## src/rtl/dcache_write_buffer.sv

```systemverilog
// Posted write buffer between the data cache and data memory: writebacks are
// absorbed into a small FIFO and drained in the background, reads bypass queued writes.
//
// state | meaning
// ------+------------------------------------------------------------
// IDLE  | no memory request outstanding; picks the next read or drain
// DRAIN | mem_write held for the head entry until memory completes
// MREAD | mem_read held for the pending cache read miss
module dcache_write_buffer #(
    parameter int DEPTH  = 4,
    parameter int ADDR_W = 6,
    parameter int DATA_W = 32
) (
    input  logic                     CLK,
    input  logic                     RESET,
    input  logic                     cache_read,
    input  logic                     cache_write,
    input  logic [ADDR_W-1:0]        cache_address,
    input  logic [DATA_W-1:0]        cache_writedata,
    output logic [DATA_W-1:0]        cache_readdata,
    output logic                     cache_busywait,
    output logic                     mem_read,
    output logic                     mem_write,
    output logic [ADDR_W-1:0]        mem_address,
    output logic [DATA_W-1:0]        mem_writedata,
    input  logic [DATA_W-1:0]        mem_readdata,
    input  logic                     mem_busywait,
    output logic                     wb_empty,
    output logic [$clog2(DEPTH):0]   wb_count
);

    localparam int PTR_W = $clog2(DEPTH);
    localparam logic [PTR_W:0] FULL = (PTR_W+1)'(DEPTH);

    typedef enum logic [1:0] {IDLE, DRAIN, MREAD} state_t;

    state_t              state;
    logic [ADDR_W-1:0]   addr_q [DEPTH];
    logic [DATA_W-1:0]   data_q [DEPTH];
    logic [PTR_W-1:0]    head;
    logic [PTR_W-1:0]    tail;
    logic [PTR_W:0]      count;
    logic                ack;
    logic                read_active;

    logic                fwd_hit;
    logic [DATA_W-1:0]   fwd_data;
    logic                read_req;
    logic                hit_now;
    logic                miss_now;
    logic                pop;
    logic                push;

    // Scan oldest to youngest so the last match (youngest write) wins.
    always_comb begin
        fwd_hit  = 1'b0;
        fwd_data = '0;
        for (int i = 0; i < DEPTH; i++) begin
            if ((PTR_W+1)'(i) < count && addr_q[head + PTR_W'(i)] == cache_address) begin
                fwd_hit  = 1'b1;
                fwd_data = data_q[head + PTR_W'(i)];
            end
        end
    end

    assign read_req = cache_read & ~ack;
    assign hit_now  = read_req & ~read_active & fwd_hit;
    assign miss_now = read_req & ~read_active & ~fwd_hit;
    assign pop      = (state == DRAIN) & ~mem_busywait;
    // A slot freed by a pop on this edge can be refilled on the same edge.
    assign push     = cache_write & ~cache_read & ~ack & ((count != FULL) | pop);

    assign cache_busywait = (cache_read | cache_write) & ~ack & ~RESET;
    assign wb_empty       = (count == '0);
    assign wb_count       = count;

    always_ff @(posedge CLK) begin
        if (push) begin
            addr_q[tail] <= cache_address;
            data_q[tail] <= cache_writedata;
        end
    end

    always_ff @(posedge CLK) begin
        if (RESET) begin
            state          <= IDLE;
            head           <= '0;
            tail           <= '0;
            count          <= '0;
            ack            <= 1'b0;
            read_active    <= 1'b0;
            cache_readdata <= '0;
            mem_read       <= 1'b0;
            mem_write      <= 1'b0;
            mem_address    <= '0;
            mem_writedata  <= '0;
        end else begin
            ack <= 1'b0;
            if (hit_now) begin
                cache_readdata <= fwd_data;
                ack            <= 1'b1;
            end
            if (push) begin
                tail <= tail + 1'b1;
                ack  <= 1'b1;
            end
            if (pop) begin
                head <= head + 1'b1;
            end
            case ({push, pop})
                2'b10:   count <= count + 1'b1;
                2'b01:   count <= count - 1'b1;
                default: count <= count;
            endcase
            if (miss_now) begin
                read_active <= 1'b1;
            end

            case (state)
                IDLE: begin
                    if (read_active | miss_now) begin
                        state       <= MREAD;
                        mem_read    <= 1'b1;
                        mem_address <= cache_address;
                    end else if (count != '0) begin
                        state         <= DRAIN;
                        mem_write     <= 1'b1;
                        mem_address   <= addr_q[head];
                        mem_writedata <= data_q[head];
                    end
                end
                DRAIN: begin
                    if (!mem_busywait) begin
                        mem_write <= 1'b0;
                        state     <= IDLE;
                    end
                end
                MREAD: begin
                    if (!mem_busywait) begin
                        mem_read       <= 1'b0;
                        cache_readdata <= mem_readdata;
                        ack            <= 1'b1;
                        read_active    <= 1'b0;
                        state          <= IDLE;
                    end
                end
                default: state <= IDLE;
            endcase
        end
    end

endmodule

```

## config.mk

```make
export PLATFORM = sky130hd
export DESIGN_NAME = dcache_write_buffer
export DESIGN_NICKNAME = d
export VERILOG_FILES = /design/src/rtl/dcache_write_buffer.sv
export SDC_FILE = /design/constraint.sdc
export NUM_CORES = 1
export LEC_CHECK = 0
export BUFFER_PORTS_ARGS = -buffer_cell sky130_fd_sc_hd__clkbuf_2
export CORE_MARGIN = 5
export CORE_UTILIZATION = 35
export DETAILED_ROUTE_END_ITERATION = 16
export SYNTH_ARGS = -nofsm -noshare
export SYNTH_HDL_FRONTEND = slang
export SYNTH_SLANG_ARGS = --single-unit
export TNS_END_PERCENT = 50
```

## constraint.sdc

```tcl
create_clock -name CLK -period 5.05 [get_ports CLK]
set_clock_uncertainty 0.2 [all_clocks]
set_input_delay 0 -clock CLK [delete_from_list [all_inputs] [get_ports CLK]]
set_output_delay 0 -clock CLK [all_outputs]
set_load 0.1 [all_outputs]
```

==> results list, run 1 <==
* Clock latency on the worst-skew pair: 560 ps
- Final routed DRC violation total: 0
- The cell family contributing the most delay on the critical path is compound AO/OA/AOI/OAI gates.
- In the synthesized netlist the async set-or-reset flop fraction comes to 0%.
* CP bufs+invs: 0
* Power density over the cells: 336 mW/mm²
* Highest Clock Rate: 0.252 GHz
- Max-cap violations in this run came to 0.
- Counting every net in the synthesized netlist gives 971.
- Run status: finished clean
* RSZ-0062 raised after global routing: false
* Category of the worst setup path launch point: flip-flop
- Counting every instance in the synthesized netlist gives 885.
- In this run the vertical extent of the chip is 202 µm.
- The number of gates resized after CTS was 0.
- Number of optimization iterations in the first detailed-route pass: 5
* Share of the clock period used by the worst path: 78.6%
- Overall die area: 0.0408 mm²
* Cell taking the most area after synthesis: edfxtp_1
* Min cycle time layout: 3970 ps
* Mean instance size in the synthesized netlist: 14.6 µm²
- The number of global-route vias before repair came to 8938.
- Sum of negative setup slack: 0 ps
- Global routing used 16.2% of the available tracks.
- Data on the critical path arrives at its endpoint at 4250 ps.
* Maximum fanout encountered on the critical timing path: 38
- In this run the remaining antenna-violating nets after routing total 0.
- Hold timing on the final database bottoms out at a slack of 27.0 ps.
- After detailed routing, the total wire length is 33.7 mm.
- At the pin with the least slew margin, the transition time is 1140 ps.
- The hold violation total from the final report came to 0.
- Setup-failing EPs final: 0
* Ratio of cells with drive above 1 in the final layout: 34.7%
- Buffer cell driving the clock tree root: clkbuf_16
- Of the synthesized area, sequential elements account for 48.6%.
- Post-route non-filler standard cell count: 1589
- Initial Utilization: 35.3%
* GRT Residual Overflow: 0
* Final RePlAce weighted congestion: 0.772
- Normalized max-slew margin: 23.7%
- In this run, the number of DRC markers left after iteration 0 of detailed routing was 500.
- Number of buffers added by the clock tree synthesis step: 28
- The number of max-slew violations in the final report came to 0.
- CTS saw 237 sinks.
- Hold Path Class: input port to flip-flop
- Via Count: 8753
- Share of the synthesized area in the top cell type: 35.4%
* Largest net degree at the start of global routing: 56
- At the worst endpoint, the required time is 5330 ps.
* H-tree levels: 1
- Max incr delay on CP: 830 ps
- The cell area that synthesis handed to floorplanning was 0.0129 mm².
- The setup path with the least slack is of type flip-flop to flip-flop.
* Core box area: 0.0365 mm²
* Total half-perimeter wirelength after legalization and detailed placement: 22.3 mm
- Number of library cell types mapped by synthesis: 49
- The synthesized design contains 152 enable-type register cells.
- Number of antenna violations at the first check in global routing: 1
* Horizontal die dimension: 202 µm
- Postcts setup bufs: 0
- Longest Clk Path Bufs: 3
* FF+latch count, synth: 237
- For this design, the slowest cell found on the critical path is a2111o_2.
- The signal on the critical path passes through mux4_1 -> xnor2_1 -> nand3_1 -> a211o_2 -> nor2b_4 -> a2111o_2 -> nor3_1 -> a221o_1.
- During synthesis, Yosys emitted a total of 0 warnings.
- Final nets: 1184
- The layer flagged by global routing as most heavily used is met2.
* Placed Cells incl. Taps: 1444
* CTS tree: done
- Fraction of met1 tracks used by global routing: 21.9%
- Global routing used 28.1% of the available met2 tracks.
- Count leader, synth: edfxtp_1
- The worst setup path is captured at a flip-flop.
* Clock Pin Slew Worst Setup and Hold Paths: 60 ps
- 152 I/O pins were placed.
* Global-route wire length before repair: 52.7 mm
- Number of placement rows: 70
- Dividing the detail-routed wire length by the instance count gives 21.2 µm.
* Max VDD drop: 0.000251 V
* Area growth from synthesis to layout: 23.7%
- For this run, the leading register cell type out of synthesis is edfxtp_1.
- GRT met3 Usage: 2.12%
* Most used standard cells in the synthesized netlist: 152 x edfxtp_1, 143 x mux4_2, 85 x dfxtp_1
- For this design the static power due to leakage is 5.30 nW.
- Buffers on Ports: 151
* Vias per inst: 5.51
* Cell types occupying the most area after synthesis: edfxtp_1 35%, mux4_2 25%, dfxtp_1 13%, mux2i_1 2.9%, a221o_1 2.5%
## placed cells by master, fill, tap and decap left out, types with 5 or more instances in the layout
master	synthesis	routed
nand2b_1	37	36
dfxtp_1	85	81
xor2_1	9	9
nand3_1	6	6
and2_2	0	5
buf_4	5	17
a211oi_1	33	33
nor2b_1	31	31
nor2_1	61	60
edfxtp_1	152	152
nor3_1	36	36
ha_1	11	11
clkbuf_2	0	151
a221o_1	32	32
a2111oi_2	6	6
dlygate4sd3_1	0	92
clkbuf_16	0	28
mux2i_1	37	37
mux4_2	143	143
bufinv_16	0	5
o21ai_0	33	33
inv_1	16	16
a21oi_1	11	10
xnor2_1	20	20
nand2_1	12	12
clkinv_2	0	7
## through the flow
stage / setup slack (ps) / util, % / power (mW) / instance area, µm²
after floorplan: 1610 / - / 3.02 / 12900
after global placement: 1110 / 38.4 / 3.22 / 14000
after detailed placement: 1080 / 38.4 / 3.23 / 14000
after CTS: 1070 / 43.7 / 5.44 / 16000
after global routing: 922 / 43.7 / 5.59 / 16000
final: 1080 / 43.7 / 5.36 / 16000
## final timing paths
path | start | endpoint | slack, ps | cells after the start
max | head[1]$_SDFFE_PP0P_ | cache_readdata[23]$_SDFF_PP0_ | 1080 | 8
min | mem_readdata[26] | cache_readdata[26]$_SDFF_PP0_ | 30 | 3
max reg2reg | head[1]$_SDFFE_PP0P_ | cache_readdata[23]$_SDFF_PP0_ | 1080 | 8
min reg2reg | cache_readdata[24]$_SDFF_PP0_ | cache_readdata[24]$_SDFF_PP0_ | 290 | 1
## registers in the layout (all words and copies together) (netlist names), named ones only
register,count
ack,1
addr_q,24
cache_readdata,32
data_q,128
head,2
mem_address,6
mem_read,1
mem_write,1
mem_writedata,32
read_active,1
state,2
tail,2
wb_count,3
## cells by family (layout without fill, tap and decap cells)
logic type / count (synthesis) / count (layout) / synth area share [%]
and+or+nand+nor: 200 / 200 / 8.15
adders and majority gates: 11 / 11 / 1.07
DFF: 237 / 237 / 48.6
other: 0 / 1 / 0
muxes: 185 / 185 / 28.8
AOI/OAI and AO/OA: 129 / 129 / 7.75
buffers and inverters: 94 / 329 / 3.66
xor gates and xnor gates: 29 / 29 / 1.97
## routing by layer
metal	up-vias	share of wire (%)
met2	270	50
met5	-	0
met4	0	1.8
met1	4460	43
met3	40	5.0
li1	3983	-
## power breakdown
group          internal [mW]  switching [mW]
Sequential              2.16          0.0727
Combinational          0.306           0.705
Clock                   1.32           0.805
## worst min-delay path, cell delays in order
cell,delay [ps]
dlygate4sd3_1,520
clkbuf_2,90
a221o_1,120
## final cells by class
type	instances	area, µm²
diodes	1	2.50
clock inverters	19	244
fillers	3267	20600
multi-input cells	554	6210
well taps	468	586
flip-flops and latches	237	6280
repair buffers	261	1820
inverters	16	60.1
clock buffers	33	749
## timing repair
item | CTS | global route
setup endpoints to repair | 0 | 0
hold buffers | 92 | 0
endpoints found under the hold margin | 237 | 0
Power figures use the tool's default switching activity.
==> run 2, diff against run 1 <==
clock period = 3.3 ns   (was 5.05 ns; I/O delays follow)
==> run 2 against run 1 <==
Global-route usage is 0.62 points higher. Sequential share of layout area is 1.3 points lower. First-iteration DRC count is 30% higher. Sequential power is 52% higher. Non-clock buffer count is 39 higher. Cell count is 2.3% higher. Setup slack worse by 1000 ps. Sequential cell count stayed put. Register-to-register slack worse by 1000 ps. Combinational power is 66% higher. Critical path type unchanged. Critical endpoint is now mem_writedata[4]$_SDFFE_PP0P_.
==> results list, run 2 (same netlist as run 1, synthesis figures left out) <==
* Core box area: 0.0365 mm²
* Max VDD drop: 0.000348 V
- Length in cells of the worst reg-to-reg path: 12
- Clock latency on the worst-skew pair: 560 ps
* Number of buffers added by the clock tree synthesis step: 27
- The number of global-route vias before repair is 9136.
- Longest Clk Path Bufs: 3
- Count of pins on the block boundary: 152
* Via Count: 8973
- Highest Clock Rate: 0.307 GHz
- Number of placement rows: 70
- Clock Pin Slew Worst Setup and Hold Paths: 70 ps
- LEAKAGE: 5.58 nW
- Once the floorplan was initialized, standard cells occupied 35.3% of the core.
* Reg2reg setup slack: 40 ps
- Worst Hold Depth: 2
* Vertical die dimension: 202 µm
- Horizontal die dimension: 202 µm
- Total Power Consumption: 8.23 mW
- Worst EP required: 3490 ps
* GRT Residual Overflow: 0
- The number of max-slew violations in the final report was 0.
- RSZ-0062 raised after global routing: true
- Count of maximum capacitance violations: 0
- CP max-delay cell: mux4_2
- Dividing the final minimum period by the clock period gives 98.7%.
* Final routed DRC violation total: 0
* Critical R2R Capture: mem_writedata[4]$_SDFFE_PP0P_
* Area growth from synthesis to layout: 27.8%
- Min cycle time layout: 3260 ps
- Vias per inst: 5.52
- Number of antenna violations at the first check in global routing: 1
* Final RePlAce weighted congestion: 0.820
- Slew at the pin closest to its max-slew limit: 1130 ps
- Measured against its own limit, the worst slew margin works out to 24.3%.
- In this run the worst hold path is classified as input port to flip-flop.
- Maximum fanout encountered on the critical timing path: 7
* Routed Antenna Nets: 0
- Largest net degree at the start of global routing: 62
- Start point of the worst hold path: cache_writedata[17]
- TritonCTS built the clock tree.
- H-tree levels: 1
- In this run the tool buffered the top-level ports with 151 buffer cells.
- Power density over the cells: 499 mW/mm²
* Family with the most delay on the worst path: multiplexers
- Global-route wire length before repair: 54.3 mm
* Worst Path Class, Setup: flip-flop to flip-flop
- After the first detailed-routing iteration, the DRC count stood at 651.
- Overall die area: 0.0408 mm²
* Register bank with the most flops: data_q
- The pre-antenna-repair detailed-routing pass consisted of 5 iterations.
- Final nets: 1222
- In this run the critical register-to-register path is launched from head[0]$_SDFFE_PP0P_.
- In the final layout, the registers with the most flip-flops are data_q: 128 flops, cache_readdata: 32 flops, mem_writedata: 32 flops.
- The clock net in this run drives a total of 237 sinks.
- Hold violation total from the final report: 0
- Category of the worst setup path launch point: flip-flop
* Hold worst-path end: data_q[2][17]$_DFFE_PP_
- Core occupancy in the finished layout: 45.1%
- Type of element capturing the critical path: flip-flop
* Routed wire per std cell: 22.3 µm
* Buffer cell driving the clock tree root: clkbuf_16
- Filler instances: 3252
* Most frequent standard cell in the layout excluding fill and tap cells: edfxtp_1
- Number of flip-flops under the largest register name: 128
- After detailed routing, the total wire length is 36.2 mm.
* Combined global-route utilization of all metal layers: 16.8%
- Max incr delay on CP: 530 ps
- Worst Path Arrival: 3450 ps
- Cell Chain, Critical Path: buf_8 -> mux4_2 -> xnor2_2 -> nand3_2 -> nor4_4 -> buf_4 -> nor3_2 -> a211oi_4 -> buf_12 -> clkbuf_16 -> mux2i_1 -> nor2_1
- Summed over all nets, the half-perimeter wirelength after detailed placement is 22.8 mm.
* Setup-failing EPs final: 0
- In the layout the commonest cells are 152 x edfxtp_1, 150 x clkbuf_2, 143 x mux4_2.
- Cells with a size suffix above 1 make up 38.6% of the layout.
- The flow ran to the end, and the final reports show no timing, DRC or antenna violations.
- CP bufs+invs: 4
==> run 2: metrics by stage <==
stage	cells	setup WS, ps	setup TNS [ps]	instance area [µm²]	hold WS [ps]
floorplan	885	4.36	0	12900	-101
global placement	1469	-1.53	-1.53	14300	20.0
detailed placement	1469	-92.3	-199	14300	22.7
CTS	1605	-43.0	-79.6	16100	0.737
global route	1626	-127	-4730	16500	16.5
finish	1626	43.7	0	16500	19.3
==> run 2: report_power, final <==
group	total, mW	leakage (nW)	internal, mW	switching, mW
sequential	3.40	2.07	3.30	0.105
combinational	1.68	3.05	0.543	1.13
clock	3.15	0.458	1.92	1.23
total	8.23	5.58	5.76	2.47
==> run 2: layout make-up <==
cell class / count / area (µm²) / share of cell area, %
Clock buffer: 35 / 756 / 4.58
Multi-Input combinational cell: 554 / 6300 / 38.2
Inverter: 16 / 60.1 / 0.364
Tap cell: 468 / 586 / 3.55
Sequential cell: 237 / 6280 / 38.1
Clock inverter: 15 / 184 / 1.12
Timing Repair Buffer: 300 / 2310 / 14.0
Antenna cell: 1 / 2.50 / 0.0152
==> run 2: how the worst max path moves through the flow <==
stage                                         end                     start  slack, ps  cells past startpoint
finish              mem_writedata[4]$_SDFFE_PP0P_      head[0]$_SDFFE_PP0P_         40                     12
global placement     cache_readdata[5]$_SDFF_PP0_      head[0]$_SDFFE_PP0P_         -2                     10
CTS                  cache_readdata[3]$_SDFF_PP0_      head[0]$_SDFFE_PP0P_        -40                      9
floorplan            cache_readdata[0]$_SDFF_PP0_  wb_count[0]$_SDFFE_PP0P_          4                     10
global route        mem_writedata[4]$_SDFFE_PP0P_      head[0]$_SDFFE_PP0P_       -130                     12
detailed placement   cache_readdata[4]$_SDFF_PP0_      head[0]$_SDFFE_PP0P_        -90                      9
==> run 2: layer usage <==
layer / vias up / global-route usage [%] / routed length (µm)
met1: 4541 / 23.0 / 15600
met3: 52 / 2.65 / 2420
li1: 4064 / - / -
met4: 0 / 4.25 / 881
met2: 316 / 28.3 / 17300
met5: - / 0 / 0
==> run 2: what timing repair did <==
action	CTS	global route
hold buffers	86	0
resized for setup	4	24
hold endpoints to repair	236	0
gates cloned	0	5
setup buffers	0	15
setup endpoints to repair	6	68
pin swaps	0	5
==> run 3, diff against run 2 <==
ABC_AREA = 1   (was unset)
==> run 3 against run 2 <==
Area after synthesis up 5.2%. Utilization is 1.0 points lower. Via count up 50%. Sequential share of layout area is 1.2 points lower. Highest routed layer is now met5. Critical endpoint is now cache_readdata[5]$_SDFF_PP0_. Sequential cell count stayed put. Non-clock buffer count did not move. Cell count rose by 55%. Global-route usage up 4.1 points. Die area up 5.0%. Clock power grew 14%. Power increased by 11%. Critical path type unchanged.
==> results list, run 3 <==
- The tightest min-delay check is of the input port to flip-flop type.
- Final nets: 2065
* Type of element capturing the critical path: flip-flop
- Registers with the most flip-flops: data_q: 128 flops, cache_readdata: 32 flops, mem_writedata: 32 flops
* Clock sink count: 237
- Most frequent standard cell in the layout excluding fill and tap cells: nand2_1
- Maximum fanout encountered on the critical timing path: 36
- Measured along the x axis, the die boundary spans 207 µm.
* Mean instance size in the synthesized netlist: 7.65 µm²
- After legalization and detailed placement, the total HPWL measured 28.7 mm.
- Filler instances: 3880
- Number of optimization iterations in the first detailed-route pass: 6
* Routed Antenna Nets: 0
* Normalized max-slew margin: 39.1%
- Overall die area: 0.0428 mm²
* Count of pins on the block boundary: 152
- The number of cells on the worst reg-to-reg path is 16.
- Fin worst setup slack: 285 ps
- After synthesis, the most frequently instantiated cells are 508 x nand2_1, 240 x o21ai_0, 152 x edfxtp_1.
- Share of the synthesized area in the top cell type: 33.6%
* Combined global-route utilization of all metal layers: 21.0%
- Count of maximum capacitance violations: 0
* Slew at the pin closest to its max-slew limit: 914 ps
* Clock Pin Slew Worst Setup and Hold Paths: 60 ps
* Synth warn: 0
- Clock latency on the worst-skew pair: 560 ps
- Synthesis produced 1775 cells.
- Category of the worst setup path launch point: flip-flop
* Ratio of cells with drive above 1 in the final layout: 16.0%
- In this run the number of H-tree levels came out at 1.
- Most used DFF post-synth: edfxtp_1
- The detailed router finished its first iteration with 1276 violations.
- Vias in the first global route: 12800
* FF+latch count, synth: 237
- In the final layout, the multi-input gates occupy 0.00643 mm².
- Entering global routing, the biggest net connects 73 pins.
* Final routed DRC violation total: 0
- Along the worst hold path, the cell count comes to 2.
- Via Count: 13400
- The floorplan step set the die height to 207 µm.
- CP bufs+invs: 4
- CTS tree: done
- The slowest stage of the critical path is the dfxtp_4 cell.
* RSZ-0062 raised after global routing: false
- Input and output buffers added on the ports amount to 151.
- Count leader, synth: nand2_1
- DP Worst Slack: 245 ps
- Setup violations remaining at the end of the flow were counted as 0.
- Run status: finished clean
- Worst Path Class, Setup: flip-flop to flip-flop
* Global-route wire length before repair: 70.9 mm
- Core box area: 0.0386 mm²
- At the worst endpoint, the required time is 3590 ps.
- Number of flip-flops under the largest register name: 128
* Pins Over Slew Limit: 0
* Synthesized Nets: 1861
* Family with the most delay on the worst path: simple AND/OR/NAND/NOR gates
* Final RePlAce weighted congestion: 0.852
* Hold violation total from the final report: 0
- Area occupied by registers: 0.00627 mm²
- In this run the cell area of the synthesized design comes to 0.0136 mm².
* Count of flip-flops with a built-in enable after synthesis: 152
- Number of logic stages on the critical path including buffering: 16
- Yosys attributes the largest share of cell area to edfxtp_1 34%, nand2_1 14%, dfxtp_1 13%, o21ai_0 8.8%, nand3_1 5.0%.
- In the routed layout, each cell is associated on average with a via count of 5.33.
* Buffer cell driving the clock tree root: clkbuf_16
- For this run, the top clock speed supported by timing is 0.332 GHz.
- Among the stages of the critical path, the cell type that occurs most often is nand2_1.
* Async set or reset register ratio after synthesis: 0%
* Number of library cell types mapped by synthesis: 37
- The largest single stage delay on the critical path is 350 ps.
- Number of buffers added by the clock tree synthesis step: 28
* Number of antenna violations at the first check in global routing: 3
- Sequential cells were found to cover 46.1% of the synthesized design area.
- Once the floorplan was initialized, standard cells occupied 35.2% of the core.
- In the finished design, the share of the clock period the worst path needs comes to 91.4%.
* Area growth from synthesis to layout: 25.3%
- Number of placement rows: 72
- For the worst setup path, the data arrival time is 3300 ps.
* Most used cells in the layout excluding fill and tap cells: 508 x nand2_1, 240 x o21ai_0, 152 x edfxtp_1
- The clock passes through at most 3 buffers.
- Power density over the cells: 535 mW/mm²
- Min cycle time layout: 3020 ps
- The critical path goes through buf_6 -> nand2_2 -> nand2_4 -> nand2_1 -> nand3_1 -> nand2_1 -> inv_1 -> nand3_1 -> nor2_4 -> nor2_4 -> nand2_1 -> nand3_2 -> inv_2 -> buf_4 -> nand2_1 -> a21oi_1.
* Register bank with the most flops: data_q
- Wire length reported by the detailed router: 46.5 mm
- For this run, the share of the core covered by cells in the final layout is 44.1%.
* Max VDD drop: 0.000325 V
- LEAKAGE: 7.05 nW
- Dividing the detail-routed wire length by the instance count gives 18.5 µm.
- Cell taking the most area after synthesis: edfxtp_1
* GRT Residual Overflow: 0
## run 3: cell families after synthesis
family	synth area share [%]
AOI/OAI and AO/OA	18.0
muxes	2.36
and+or+nand+nor	25.5
adders and majority gates	1.01
buffers and inverters	6.97
DFF	46.1
## run 3: path summary, 6_finish.rpt
| path | from | to | slack (ps) |
|---|---|---|---|
| max | head[0]$_SDFFE_PP0P_ | cache_readdata[5]$_SDFF_PP0_ | 280 |
| min | cache_writedata[21] | data_q[1][21]$_DFFE_PP_ | 20 |
| max reg2reg | head[0]$_SDFFE_PP0P_ | cache_readdata[5]$_SDFF_PP0_ | 280 |
| min reg2reg | mem_read$_SDFFE_PP0P_ | mem_read$_SDFFE_PP0P_ | 280 |
## run 3: routing by layer
| layer | share of wire [%] | GRT usage (%) |
|---|---|---|
| met3 | 9.0 | 3.78 |
| met5 | 0.028 | 0 |
| met2 | 45 | 33.9 |
| met1 | 44 | 28.9 |
| met4 | 2.5 | 6.44 |
## run 3: cell type report
type	count	share of cell area (%)
Antenna cell	2	0.0294
Clock buffer	35	4.76
Clock inverter	17	1.65
Inverter	88	1.96
Multi-Input combinational cell	1324	37.8
Sequential cell	237	36.9
Tap cell	518	3.81
Timing Repair Buffer	300	13.2
## run 3: timing repair
item / in CTS / in global routing
setup buffers: 0 / 0
hold buffers: 98 / 0
resized for setup: 0 / 2
endpoints found under the hold margin: 205 / 0
endpoints found under the setup margin: 0 / 17
## run 3: report_power, final
part	switching (mW)	leakage, nW	internal [mW]
Clock	1.29	0.527	2.29
Combinational	1.58	4.45	0.482
Sequential	0.113	2.08	3.33
## run 3: through the flow
stage	cells	setup TNS [ps]	total power, mW	area, µm²	hold slack, ps
after floorplan	1775	-29500	5.02	13600	-138
after global placement	2369	0	5.45	14900	17.1
after detailed placement	2369	0	5.47	14900	21.3
after CTS	2519	0	9.16	17000	1.50
after global routing	2521	0	9.46	17000	9.89
final	2521	0	9.09	17000	15.4
